--- src/rtl/music_pkg.sv ---
// Shared types and constants for the melody sequencer: FSM encoding,
// rest code and song-ROM entry layout.
package music_pkg;

  typedef enum logic [2:0] {
    S_IDLE,
    S_FETCH,
    S_LOAD,
    S_HOLD,
    S_DONE
  } state_e;

  localparam int unsigned REST_CODE     = 0;
  localparam int unsigned TEMPO_SHIFT_W = 2;
  localparam int unsigned NOTE_LSB      = 0;

  // ROM entry is {dur, note}; the duration field sits directly above the note
  function automatic int unsigned dur_lsb(input int unsigned note_w);
    return note_w;
  endfunction

  function automatic int unsigned entry_w(input int unsigned note_w, input int unsigned dur_w);
    return note_w + dur_w;
  endfunction

endpackage

--- src/rtl/music_sequencer_if.sv ---
// Control/status bundle between game control (master) and the sequencer (slave).
interface music_sequencer_if
  import music_pkg::*;
#(
  parameter int unsigned NOTE_W = 8,
  parameter int unsigned ADDR_W = 8
);
  logic                     play;
  logic                     restart;
  logic                     loop_en;
  logic [TEMPO_SHIFT_W-1:0] tempo_sel;
  logic [NOTE_W-1:0]        note;
  logic                     note_valid;
  logic [ADDR_W-1:0]        address;
  logic                     playing;
  logic                     song_done;

  modport master (
    output play, restart, loop_en, tempo_sel,
    input  note, note_valid, address, playing, song_done
  );

  modport slave (
    input  play, restart, loop_en, tempo_sel,
    output note, note_valid, address, playing, song_done
  );
endinterface

--- src/rtl/music_seq_rom.sv ---
// Synchronous song ROM, one-cycle read latency. Built-in 32-entry melody;
// addresses at or beyond SONG_LEN (or the built-in table) read as zero.
module music_seq_rom
  import music_pkg::*;
#(
  parameter int unsigned ADDR_W   = 8,
  parameter int unsigned NOTE_W   = 8,
  parameter int unsigned DUR_W    = 4,
  parameter int unsigned SONG_LEN = 32
) (
  input  logic                      clk,
  input  logic                      rst_n,
  input  logic [ADDR_W-1:0]         addr_i,
  output logic [NOTE_W+DUR_W-1:0]   data_o
);
  localparam int unsigned ENTRY_W = entry_w(NOTE_W, DUR_W);

  logic [ENTRY_W-1:0] data_q;

  // 8-note phrase repeated four times; the last note of each phrase is held for two beats
  function automatic logic [ENTRY_W-1:0] entry_at(input logic [ADDR_W-1:0] a);
    int unsigned idx;
    int unsigned code;
    int unsigned dur;
    idx = 32'(a);
    case (idx % 8)
      0:       code = 27;
      1:       code = 26;
      2:       code = 27;
      3:       code = 28;
      4:       code = 25;
      5:       code = 26;
      6:       code = 22;
      default: code = 24;
    endcase
    dur = ((idx % 8) == 7) ? 2 : 1;
    if (idx >= SONG_LEN || idx >= 32) return '0;
    return {DUR_W'(dur), NOTE_W'(code)};
  endfunction

  always_ff @(posedge clk or negedge rst_n) begin
    if (!rst_n) data_q <= '0;
    else        data_q <= entry_at(addr_i);
  end

  assign data_o = data_q;

endmodule

--- src/rtl/music_sequencer.sv ---
// Self-timed melody player: walks the song ROM, holds each note for
// duration x beat-tick cycles, with pause, restart, looping and tempo select.
module music_sequencer
  import music_pkg::*;
#(
  parameter int unsigned NOTE_W   = 8,
  parameter int unsigned DUR_W    = 4,
  parameter int unsigned ADDR_W   = 8,
  parameter int unsigned SONG_LEN = 32,
  parameter int unsigned TICK_DIV = 6250000
) (
  input  logic             clk,
  input  logic             rst_n,
  music_sequencer_if.slave bus
);
  localparam int unsigned TICK_W  = $clog2(TICK_DIV);
  localparam int unsigned ENTRY_W = entry_w(NOTE_W, DUR_W);

  state_e              state_q, state_d;
  logic [ADDR_W-1:0]   addr_q,  addr_d;
  logic [NOTE_W-1:0]   note_q,  note_d;
  logic                nv_q,    nv_d;
  logic                done_q,  done_d;
  logic [TICK_W-1:0]   tick_q,  tick_d;
  logic [DUR_W-1:0]    dur_q,   dur_d;

  logic [ENTRY_W-1:0]  rom_data;
  logic [NOTE_W-1:0]   rom_note;
  logic [DUR_W-1:0]    rom_dur;
  logic [31:0]         tick_last;
  logic                tick_end;
  logic                last_entry;

  music_seq_rom #(
    .ADDR_W  (ADDR_W),
    .NOTE_W  (NOTE_W),
    .DUR_W   (DUR_W),
    .SONG_LEN(SONG_LEN)
  ) u_rom (
    .clk   (clk),
    .rst_n (rst_n),
    .addr_i(addr_q),
    .data_o(rom_data)
  );

  assign rom_note   = rom_data[NOTE_LSB +: NOTE_W];
  assign rom_dur    = rom_data[dur_lsb(NOTE_W) +: DUR_W];
  // >= rather than == so a faster tempo picked mid-tick ends the tick at once
  assign tick_last  = (32'(TICK_DIV) >> bus.tempo_sel) - 32'd1;
  assign tick_end   = 32'(tick_q) >= tick_last;
  assign last_entry = 32'(addr_q) >= SONG_LEN - 1;

  always_ff @(posedge clk or negedge rst_n) begin
    if (!rst_n) begin
      state_q <= S_IDLE;
      addr_q  <= '0;
      note_q  <= '0;
      nv_q    <= 1'b0;
      done_q  <= 1'b0;
      tick_q  <= '0;
      dur_q   <= '0;
    end else begin
      state_q <= state_d;
      addr_q  <= addr_d;
      note_q  <= note_d;
      nv_q    <= nv_d;
      done_q  <= done_d;
      tick_q  <= tick_d;
      dur_q   <= dur_d;
    end
  end

  always_comb begin
    state_d = state_q;
    addr_d  = addr_q;
    note_d  = note_q;
    nv_d    = 1'b0;
    done_d  = 1'b0;
    tick_d  = tick_q;
    dur_d   = dur_q;
    if (bus.restart) begin
      addr_d  = '0;
      note_d  = NOTE_W'(REST_CODE);
      tick_d  = '0;
      dur_d   = '0;
      state_d = bus.play ? S_FETCH : S_IDLE;
    end else begin
      case (state_q)
        S_IDLE: begin
          note_d = NOTE_W'(REST_CODE);
          if (bus.play) state_d = S_FETCH;
        end
        S_FETCH: if (bus.play) state_d = S_LOAD;
        S_LOAD: if (bus.play) begin
          note_d  = rom_note;
          dur_d   = (rom_dur == '0) ? DUR_W'(1) : rom_dur;
          tick_d  = '0;
          nv_d    = 1'b1;
          state_d = S_HOLD;
        end
        S_HOLD: if (bus.play) begin
          if (tick_end) begin
            tick_d = '0;
            dur_d  = dur_q - DUR_W'(1);
            if (dur_q <= DUR_W'(1)) begin
              if (!last_entry) begin
                addr_d  = addr_q + ADDR_W'(1);
                state_d = S_FETCH;
              end else if (bus.loop_en) begin
                addr_d  = '0;
                state_d = S_FETCH;
              end else begin
                note_d  = NOTE_W'(REST_CODE);
                done_d  = 1'b1;
                state_d = S_DONE;
              end
            end
          end else begin
            tick_d = tick_q + TICK_W'(1);
          end
        end
        default: state_d = S_DONE;
      endcase
    end
  end

  always_comb begin
    bus.note       = bus.play ? note_q : '0;
    bus.note_valid = nv_q;
    bus.address    = addr_q;
    bus.song_done  = done_q;
    bus.playing    = bus.play &&
                     (state_q == S_FETCH || state_q == S_LOAD || state_q == S_HOLD);
  end

endmodule

--- src/flat_wrapper.sv ---
// flat-port wrapper written by rule: the top's interface ports become plain ports
module music_sequencer_flat import music_pkg::*;
#(
  parameter int unsigned NOTE_W   = 8,
  parameter int unsigned DUR_W    = 4,
  parameter int unsigned ADDR_W   = 8,
  parameter int unsigned SONG_LEN = 32,
  parameter int unsigned TICK_DIV = 6250000
)
  (clk, rst_n, bus_play, bus_restart, bus_loop_en, bus_tempo_sel, bus_note, bus_note_valid, bus_address, bus_playing, bus_song_done);
  music_sequencer_if #(.NOTE_W(NOTE_W), .ADDR_W(ADDR_W)) bus_i ();
  input  logic clk;
  input  logic rst_n;
  input wire logic [$bits(bus_i.play)-1:0] bus_play;
  input wire logic [$bits(bus_i.restart)-1:0] bus_restart;
  input wire logic [$bits(bus_i.loop_en)-1:0] bus_loop_en;
  input wire logic [$bits(bus_i.tempo_sel)-1:0] bus_tempo_sel;
  output wire logic [$bits(bus_i.note)-1:0] bus_note;
  output wire logic [$bits(bus_i.note_valid)-1:0] bus_note_valid;
  output wire logic [$bits(bus_i.address)-1:0] bus_address;
  output wire logic [$bits(bus_i.playing)-1:0] bus_playing;
  output wire logic [$bits(bus_i.song_done)-1:0] bus_song_done;
  assign bus_i.play = bus_play;
  assign bus_i.restart = bus_restart;
  assign bus_i.loop_en = bus_loop_en;
  assign bus_i.tempo_sel = bus_tempo_sel;
  assign bus_note = bus_i.note;
  assign bus_note_valid = bus_i.note_valid;
  assign bus_address = bus_i.address;
  assign bus_playing = bus_i.playing;
  assign bus_song_done = bus_i.song_done;
  music_sequencer #(.NOTE_W(NOTE_W), .DUR_W(DUR_W), .ADDR_W(ADDR_W), .SONG_LEN(SONG_LEN), .TICK_DIV(TICK_DIV)) u_core (.clk(clk), .rst_n(rst_n), .bus(bus_i));
endmodule
--- config.mk ---
export PLATFORM = sky130hd
export DESIGN_NAME = music_sequencer_flat
export DESIGN_NICKNAME = d
export VERILOG_FILES = /design/src/rtl/music_pkg.sv /design/src/rtl/music_sequencer_if.sv /design/src/rtl/music_seq_rom.sv /design/src/rtl/music_sequencer.sv /design/src/flat_wrapper.sv
export SDC_FILE = /design/constraint.sdc
export NUM_CORES = 1
export LEC_CHECK = 0
export CAP_MARGIN = 20
export CORE_ASPECT_RATIO = 1.2
export CORE_UTILIZATION = 40
export DETAILED_ROUTE_END_ITERATION = 8
export MAX_ROUTING_LAYER = met4
export PLACE_DENSITY_LB_ADDON = 0.15
export SKIP_CTS_REPAIR_TIMING = 1
export SLEW_MARGIN = 10
export SYNTH_ARGS = -nofsm -noshare
export SYNTH_HDL_FRONTEND = slang
export SYNTH_HIERARCHICAL = 1
export SYNTH_SLANG_ARGS = --single-unit
--- constraint.sdc ---
create_clock -name clk -period 4.5 [get_ports clk]
set_input_delay 0.9 -clock clk [delete_from_list [all_inputs] [get_ports clk]]
set_output_delay 0.9 -clock clk [all_outputs]
set_load 0.005 [all_outputs]
# Yosys cells after proc, flatten, opt, wreduce, memory -nomap -nowiden
# Index checks and enable logic that the tools add are counted.
[op_classes]
n_bitwise = 0
magnitude_cmp = 4
shifts = 1
multipliers = 0
add_sub_neg = 4
n_div = 0
muxes = 53
n_reduce_logical = 19
eq_ne = 19
[op_table]
columns = ["cell", "n"]
rows = [
  ["8-bit two-way mux", 15],
  ["23-bit two-way mux", 4],
  ["23-bit case mux with 2 select lines", 1],
  ["23-bit by 32-bit >= comparator with 1-bit output", 1],
  ["32-bit zero test", 1],
  ["23-bit by 2-bit >> shifter with 32-bit output, first input constant", 1],
  ["32-bit by 1-bit subtractor with 32-bit output, second input constant", 1],
  ["3-bit two-way mux", 9],
  ["12-bit two-way mux", 2],
  ["8-bit case mux with 3 select lines", 1],
  ["23-bit by 1-bit adder with 23-bit output, second input constant", 1],
  ["4-bit two-way mux", 5],
  ["4-bit case mux with 5 select lines", 1],
  ["3-bit != test, second input constant", 6],
  ["3-bit by 2-bit equality test with 1-bit output, second input constant", 4],
  ["3-bit equality test, second input constant", 4],
  ["1-bit two-way mux", 12],
  ["3-bit case mux with 4 select lines", 1],
  ["3-bit by 2-bit != test with 1-bit output, second input constant", 3],
  ["8-bit by 1-bit adder with 8-bit output, second input constant", 1],
  ["8-bit by 5-bit >= comparator with 1-bit output, second input constant", 1],
  ["8-bit by 6-bit >= comparator with 1-bit output, second input constant", 1],
  ["4-bit case mux with 2 select lines", 1],
  ["2-bit nonzero test", 4],
  ["16 further kinds", 19],
]
[word_totals]
mem_count = 0
ramBits = 0
input_bits = 7
word_cells = 108
rom_bits = 0
latchBits = 0
output_inout_bits = 19
register_bits = 60

# Longest topological paths before layout
# Gate-level depths: netlist of the first run.
[logic_depth]
ltp_word = 7
depth_mapped = 12
depth_no_buf = 11

# Hierarchy
# Netlist of the first run, hierarchy kept.
[by_module_without_submodules]
columns = ["module", "cells_each", "seq_area_each_um2", "n_inst", "area_each_um2"]
rows = [
  ["music_sequencer", 352, 1201.2, 1, 3158.0],
  ["music_seq_rom", 25, 175.2, 1, 294.0],
]

# Worst setup path after synthesis of the first run
# OpenSTA, ideal clock, no wires.
[synth_timing]
path_type = "in2reg"
from = "in bus_tempo_sel[0]"
to = "reg u_core.addr_q[5], in the netlist u_core/bus.address[5]"
path_buffers = 0
path_stages = 10
t_arrival_ps = 2863
required_time_ps = 4396
setup_time_ps = 104
setup_slack_ps = 1534
cell_sequence = "nand2_1 ha_1 nand2_1 ha_1 or2b_2 nor4_2 a221oi_2 a2111oi_4 nor2_2 o41ai_2"
[synth_via]
elab_chain_cells = 5
[synth_rtl]
columns = ["item", "line_no", "source"]
rows = [
  ["start: declaration", "flat_wrapper.sv:17", "input wire logic [$bits(bus_i.tempo_sel)-1:0] bus_tempo_sel;"],
  ["23-bit by 2-bit >> shifter with 32-bit output", "music_sequencer.sv:49", "assign tick_last = (32'(TICK_DIV) >> bus.tempo_sel) - 32'd1;"],
  ["32-bit by 1-bit subtractor with 32-bit output", "music_sequencer.sv:49", ""],
  ["23-bit by 32-bit >= comparator with 1-bit output", "music_sequencer.sv:50", "assign tick_end = 32'(tick_q) >= tick_last;"],
  ["2-bit nonzero test (no source line)", "-", ""],
  ["5-bit AND reduction (no source line)", "-", ""],
  ["end signal: assignment", "music_sequencer.sv:64", "addr_q <= addr_d;"],
  ["end: declaration", "music_sequencer.sv:20", "logic [ADDR_W-1:0] addr_q, addr_d;"],
]
# No other way between the ends.
# A chain may end at the register's enable or synchronous reset.

# Worst setup path after layout of the first run
[layout_timing]
from = "in bus_tempo_sel[0]"
to = "reg u_core.dur_q[1]"
[layout_via]
elab_chain_cells = 5
[layout_rtl]
columns = ["item", "line_no", "source"]
rows = [
  ["23-bit by 2-bit >> shifter with 32-bit output", "music_sequencer.sv:49", ""],
  ["32-bit by 1-bit subtractor with 32-bit output", "music_sequencer.sv:49", ""],
  ["23-bit by 32-bit >= comparator with 1-bit output", "music_sequencer.sv:50", ""],
  ["3-bit by 2-bit != test with 1-bit output (no source line)", "-", ""],
  ["4-bit AND reduction (no source line)", "-", ""],
  ["end signal: assignment", "music_sequencer.sv:69", "dur_q <= dur_d;"],
  ["end: declaration", "music_sequencer.sv:25", "logic [DUR_W-1:0] dur_q, dur_d;"],
]
# No other way between the ends.

==> flow_metrics.py, run 1 <==
metrics = {
    "synthesis": {
        "synthFlopType": "dfrtp_1",
        "ys_seq_area_share_pct": 39.9,
        "ys_seq_elements": 55,
        "yosysMostFrequentCell": "dfrtp_1",
        "ys_types": 63,
        "yosysTopAreaCellShare_pct": 39.9,
        "synthCells": 377,
        "synth_area_leaders": "dfrtp_1 (40%), ha_1 (9.1%), nor2_1 (4.1%), nand3_1 (3.8%), inv_1 (3.7%)",
        "async_flop_share_pct": 100,
        "synth_warnings": 6,
        "synthesis.area_um2": 3450,
        "synth_top_cells_by_count": "dfrtp_1 (55), nor2_1 (38), inv_1 (34), nand2_1 (32), nand3_1 (26)",
        "synth_edf_count": 0,
        "synth_area_per_cell_um2": 9.16,
        "synth_area_leader_cell": "dfrtp_1",
    },
    "cells_and_area": {
        "diodes": 0,
        "area_growth_pct": 13.5,
        "fin_area_um2": 3920,
        "drive_above_1_share_pct": 7.60,
        "final_nets": 439,
        "final_cells": 522,
    },
    "clock_tree": {
        "cts_tree": "done",
        "clock_insertion_delay_worst_skew_ps": 310,
        "clk_path_buf_depth": 2,
        "ctsHtreeMaxLevel": 2,
        "clk_pin_slew_ps": 100,
        "cts_root_buffer": "clkbuf_8",
        "cts_made_buffers": 5,
        "cts_num_sinks": 55,
    },
    "sta": {
        "final_max_slew_viol_count": 0,
        "whs_ps": 469,
        "setup_viol": 0,
        "rsz0062_at_grt": "no",
        "tns_ps": 0,
        "fin_skew_ps": 7.00,
        "slew_headroom_pct": 49.9,
        "fmax_mhz": 263,
        "hold_violations": 0,
        "fin_crit_ps": 3800,
        "worst_slew_pin_slew_ps": 748,
        "finalCritPeriodShare_pct": 84.5,
    },
    "routing": {
        "first_pass_iters": 4,
        "drcViolationCount": 0,
        "wl_per_cell_um": 14.8,
        "vias": 2762,
        "drtAntennaViolNets": 0,
        "routed_wl_um": 7710,
        "drt-vias-per-instance": 5.29,
        "drt-initial-drc-count": 79,
    },
    "critical_path": {
        "crit_family": "compound AO/OA/AOI/OAI gates",
        "reg2reg_depth": 7,
        "crit_slowest_cell": "a21oi_2",
        "required_ps": 4730,
        "r2r_start": "u_core/tick_q[10]$_DFFE_PN0P_",
        "start_kind": "input port",
        "path_cells": "clkdlybuf4s50_1, inv_1, nand2_1, ha_1, nand2_1, ha_1, or2b_2, nor4_2, a221oi_2, a21o_2, a21oi_2, mux2i_1",
        "path_max_fanout": 15,
        "cp_num_buf_inv": 2,
        "crit_type": "input port to flip-flop",
        "cpPeakStageDelay_ps": 620,
        "worstPathArrival_ps": 4030,
        "endpoint_kind": "flip-flop",
        "rrSetupSlack_ps": 1770,
        "crit-reg2reg-capture": "u_core/dur_q[1]$_DFFE_PN0P_",
    },
    "die": {
        "die_width_um": 86.8,
        "io_pins": 26,
        "die_area_um2": 9010,
        "die_h_um": 104,
        "design.core.area_um2": 8240,
        "initial_utilization_pct": 41.9,
        "num_rows": 36,
    },
    "pwr": {
        "peakVddDrop_mv": 0.147,
        "pwr_density_cell_nw_per_um2": 237,
        "cellLeakagePower_nw": 1.66,
        "power_mw": 0.930,
    },
    "global_routing": {
        "gr-total-overflow": 0,
        "grt_max_degree": 43,
        "grt_pass1_vias": 2798,
        "grt_usage_pct": 18.9,
        "antenna_found_initial": 0,
        "grt_pass1_wl_um": 13200,
    },
    "place": {
        "numPlacedInstances": 514,
        "placed_area_um2": 3830,
        "portBuffers": 25,
        "gp_congestion": 0.859,
        "dp_hpwl_um": 5780,
    },
    "outcome": {
        "status": "complete, no violations",
    },
    "min_path": {
        "hp-class": "input port to async pin",
    },
    "run": {
        "cap_violations": 0,
    },
}
-- metal layers --
layer  up-vias  routed length (µm)  global-route usage (%)
met1      1315                3550                    23.3
met5         -                   0                       -
li1       1391                   -                       -
met2        47                3850                    32.4
met3         9                 223                    2.47
met4         0                  93                    4.76
-- logic make-up (layout without fill, tap and decap cells) --
kind of cell             count (synthesis)  count (layout)  synth area share (%)
AND/OR/NAND/NOR                        146             146                  21.5
AO/OA/AOI/OAI                           77              77                  16.8
flip-flops                              55              55                  39.9
buffers and inverters                   46              72                  5.62
adder cells (fa/ha/maj)                 25              25                  9.06
XOR/XNOR                                15              15                  3.81
multiplexers                            11              11                  3.19
other                                    2               7                 0.218
-- cells in the final DEF (no fill, tap or decap), types with 8 or more instances in the layout --
cell              n
a21oi_1          13
a31oi_1           8
clkdlybuf4s50_1  24
dfrtp_1          55
ha_1             25
inv_1            34
mux2i_1          11
nand2_1          32
nand3_1          26
nor2_1           38
o21ai_0           9
xor2_1            9
-- how the worst max path moves through the flow --
stage	endpoint	slack, ps	depth (start not counted)	from
3_3_place_gp	u_core/dur_q[1]$_DFFE_PN0P_	460	12	bus_tempo_sel[0]
4_1_cts	u_core/dur_q[1]$_DFFE_PN0P_	690	12	bus_tempo_sel[0]
6_report	u_core/dur_q[1]$_DFFE_PN0P_	700	12	bus_tempo_sel[0]
5_1_grt	u_core/dur_q[1]$_DFFE_PN0P_	420	12	bus_tempo_sel[0]
2_1_floorplan	u_core/bus.address[5]$_DFFE_PN0P_	1530	10	bus_tempo_sel[0]
3_5_place_dp	u_core/dur_q[1]$_DFFE_PN0P_	360	12	bus_tempo_sel[0]
-- power by group --
group          total (mW)  leakage (nW)  internal, mW  switching, mW
logic               0.136         0.880        0.0481         0.0880
clock network       0.283        0.0489         0.113          0.170
registers           0.511         0.735         0.504        0.00703
total               0.930          1.66         0.666          0.265
-- area by class of cell --
type / count / area, µm²
well taps: 114 / 143
multi-input cells: 281 / 1900
clock inverters: 3 / 22.5
flip-flops and latches: 55 / 1380
repair buffers: 29 / 275
inverters: 35 / 131
fillers: 803 / 4330
clock buffers: 5 / 68.8
-- flip-flops by register name, summed over array words and instances (netlist names) --
name                   flops
u_core/tick_q             23
u_core/bus.address         8
u_core/note_q              8
u_core/u_rom/data_o        7
u_core/dur_q               4
u_core/state_q             3
u_core/bus.note_valid      1
u_core/bus.song_done       1
-- through the flow --
stage                     setup slack [ps]  util, %
after CTS                              688     47.5
final                                  700     47.5
after global placement                 457     46.4
after global routing                   423     47.5
after floorplan                       1530        -
after detailed placement               361     46.4
No activity file was read; power rests on OpenSTA's default activity.
==> run 2, diff against run 1 <==
Clock period 4.5 ns to 3.9 ns, I/O delays scaled along.
==> run 2 against run 1 <==
- clock power increased by 41%
- worst setup slack got worse by 300 ps
- count of clock-buffer cells in the layout unchanged
- routed wire length increased by 0.40%
- core utilization increased by 0.30 points
- sequential share of layout area decreased by 0.22 points
- worst hold slack improved by 40 ps
==> flow_metrics.py, run 2 (synthesis gave the netlist of run 1 again) <==
metrics = {
    "die": {
        "die_area_um2": 9010,
        "num_rows": 36,
        "design.core.area_um2": 8240,
        "die_h_um": 104,
        "initial_utilization_pct": 41.9,
        "io_pins": 26,
        "die_width_um": 86.8,
    },
    "cells_and_area": {
        "final_common_cell": "dfrtp_1",
        "drive_above_1_share_pct": 7.60,
        "fin_area_um2": 3940,
        "regMostFlops": "u_core/tick_q",
        "fill_cells": 815,
        "area_growth_pct": 14.2,
        "final_nets": 439,
        "largest_register_ffs": 23,
        "diodes": 0,
        "final_cell_mix": "dfrtp_1 (55), nor2_1 (38), inv_1 (34), nand2_1 (32), nand3_1 (26)",
        "multiInputGateArea_um2": 1900,
        "final-seq-area_um2": 1380,
    },
    "sta": {
        "worst_slew_pin_slew_ps": 1070,
        "rsz0062_at_grt": "no",
        "worst_slack_ps": 401,
        "tns_ps": 0,
        "finalCritPeriodShare_pct": 89.7,
        "final_max_slew_viol_count": 0,
        "fmax_mhz": 286,
        "setup_viol": 0,
        "fin_skew_ps": 8.76,
        "fin_crit_ps": 3500,
        "hold_violations": 0,
        "slew_headroom_pct": 28.2,
    },
    "clock_tree": {
        "ctsHtreeMaxLevel": 2,
        "cts_root_buffer": "clkbuf_8",
        "cts_num_sinks": 55,
        "clock_insertion_delay_worst_skew_ps": 310,
        "cts_tree": "done",
        "cts_made_buffers": 5,
        "clk_pin_slew_ps": 110,
        "clk_path_buf_depth": 2,
    },
    "min_path": {
        "hold_start": "u_core/u_rom/data_o[4]$_DFF_PN0_",
        "min_to": "u_core/note_q[4]$_DFFE_PN0P_",
        "hold_depth": 2,
        "hp-class": "flip-flop to flip-flop",
    },
    "critical_path": {
        "crit-reg2reg-capture": "u_core/tick_q[0]$_DFFE_PN0P_",
        "crit_slowest_cell": "clkdlybuf4s50_1",
        "required_ps": 4110,
        "r2r_start": "u_core/tick_q[7]$_DFFE_PN0P_",
        "cpPeakStageDelay_ps": 600,
        "path_cells": "clkdlybuf4s50_1, inv_1, nand2_1, ha_1, nand2_1, ha_1, or2b_2, nor4_2, a221oi_2, a2111oi_4, nor2_1, and2_1",
        "crit_type": "input port to flip-flop",
        "worstPathArrival_ps": 3710,
        "start_kind": "input port",
        "endpoint_kind": "flip-flop",
        "path_max_fanout": 7,
        "reg2reg_depth": 7,
        "rrSetupSlack_ps": 1390,
    },
    "global_routing": {
        "gr-total-overflow": 0,
        "grt_pass1_vias": 2819,
        "antenna_found_initial": 0,
        "grt_pass1_wl_um": 13300,
        "grt_usage_pct": 19.1,
        "grt_max_degree": 38,
    },
    "place": {
        "placed_area_um2": 3830,
        "dp_hpwl_um": 5810,
        "gp_congestion": 0.851,
        "portBuffers": 25,
        "dpl_worst_slack_ps": 75.1,
    },
    "routing": {
        "drtAntennaViolNets": 0,
        "first_pass_iters": 4,
        "drt-initial-drc-count": 101,
        "vias": 2771,
        "wl_per_cell_um": 14.8,
        "drt-vias-per-instance": 5.31,
        "routed_wl_um": 7750,
        "drcViolationCount": 0,
    },
    "pwr": {
        "pwr_density_cell_nw_per_um2": 291,
        "cellLeakagePower_nw": 1.68,
        "peakVddDrop_mv": 0.135,
    },
    "outcome": {
        "status": "complete, no violations",
    },
    "run": {
        "cap_violations": 0,
    },
}
[run 2: cell count changes in the layout (fill, tap and decap cells not counted)]
cell / previous run / this run
clkinv_4: 0 / 1
bufinv_16: 0 / 1
inv_6: 2 / 1
clkinv_2: 1 / 0
[run 2: final cells by class]
cell class,count,share of cell area (%)
clock buffer,5,1.75
clock inverter,3,1.21
inverter,35,3.33
multi-input combinational,281,48.2
sequential,55,34.9
tap,114,3.62
timing repair buffer,29,6.98
[run 2: where the power goes]
part | total (mW) | switching, mW | internal (mW)
registers | 0.590 | 0.00838 | 0.582
logic | 0.158 | 0.102 | 0.0562
clock network | 0.399 | 0.203 | 0.195
[run 2: worst max-delay path by stage]
| stage | from | slack, ps | depth (start not counted) | to |
|---|---|---|---|---|
| detailed placement | bus_tempo_sel[0] | 80 | 12 | u_core/bus.address[7]$_DFFE_PN0P_ |
| CTS | bus_tempo_sel[0] | 410 | 12 | u_core/bus.address[6]$_DFFE_PN0P_ |
| global placement | bus_tempo_sel[0] | 180 | 11 | u_core/note_q[0]$_DFFE_PN0P_ |
| finish | bus_tempo_sel[0] | 400 | 12 | u_core/bus.address[6]$_DFFE_PN0P_ |
| global route | bus_tempo_sel[0] | 150 | 12 | u_core/note_q[5]$_DFFE_PN0P_ |
| floorplan | bus_tempo_sel[0] | 1050 | 10 | u_core/bus.address[5]$_DFFE_PN0P_ |
[run 2: per-layer routing]
metal	GRT usage, %	vias up	wire [µm]
li1	-	1393	-
met1	23.7	1310	3470
met2	31.2	52	3830
met3	2.31	16	222
met4	7.74	0	214
met5	-	-	0
[run 2: through the flow]
step	hold slack, ps	power [mW]	utilization, %	instances
2_1_floorplan	481	0.707	-	382
3_3_place_gp	486	0.759	46.4	514
3_5_place_dp	496	0.762	46.4	514
4_1_cts	512	1.17	47.8	522
5_1_grt	530	1.20	47.8	522
6_report	508	1.15	47.8	522
[run 2: worst max-delay path, delay by kind of cell]
family,cells,cell delay (ps)
AND/OR/NAND/NOR,6,1060
buffers and inverters,2,710
AO/OA/AOI/OAI,2,710
adder cells (fa/ha/maj),2,460
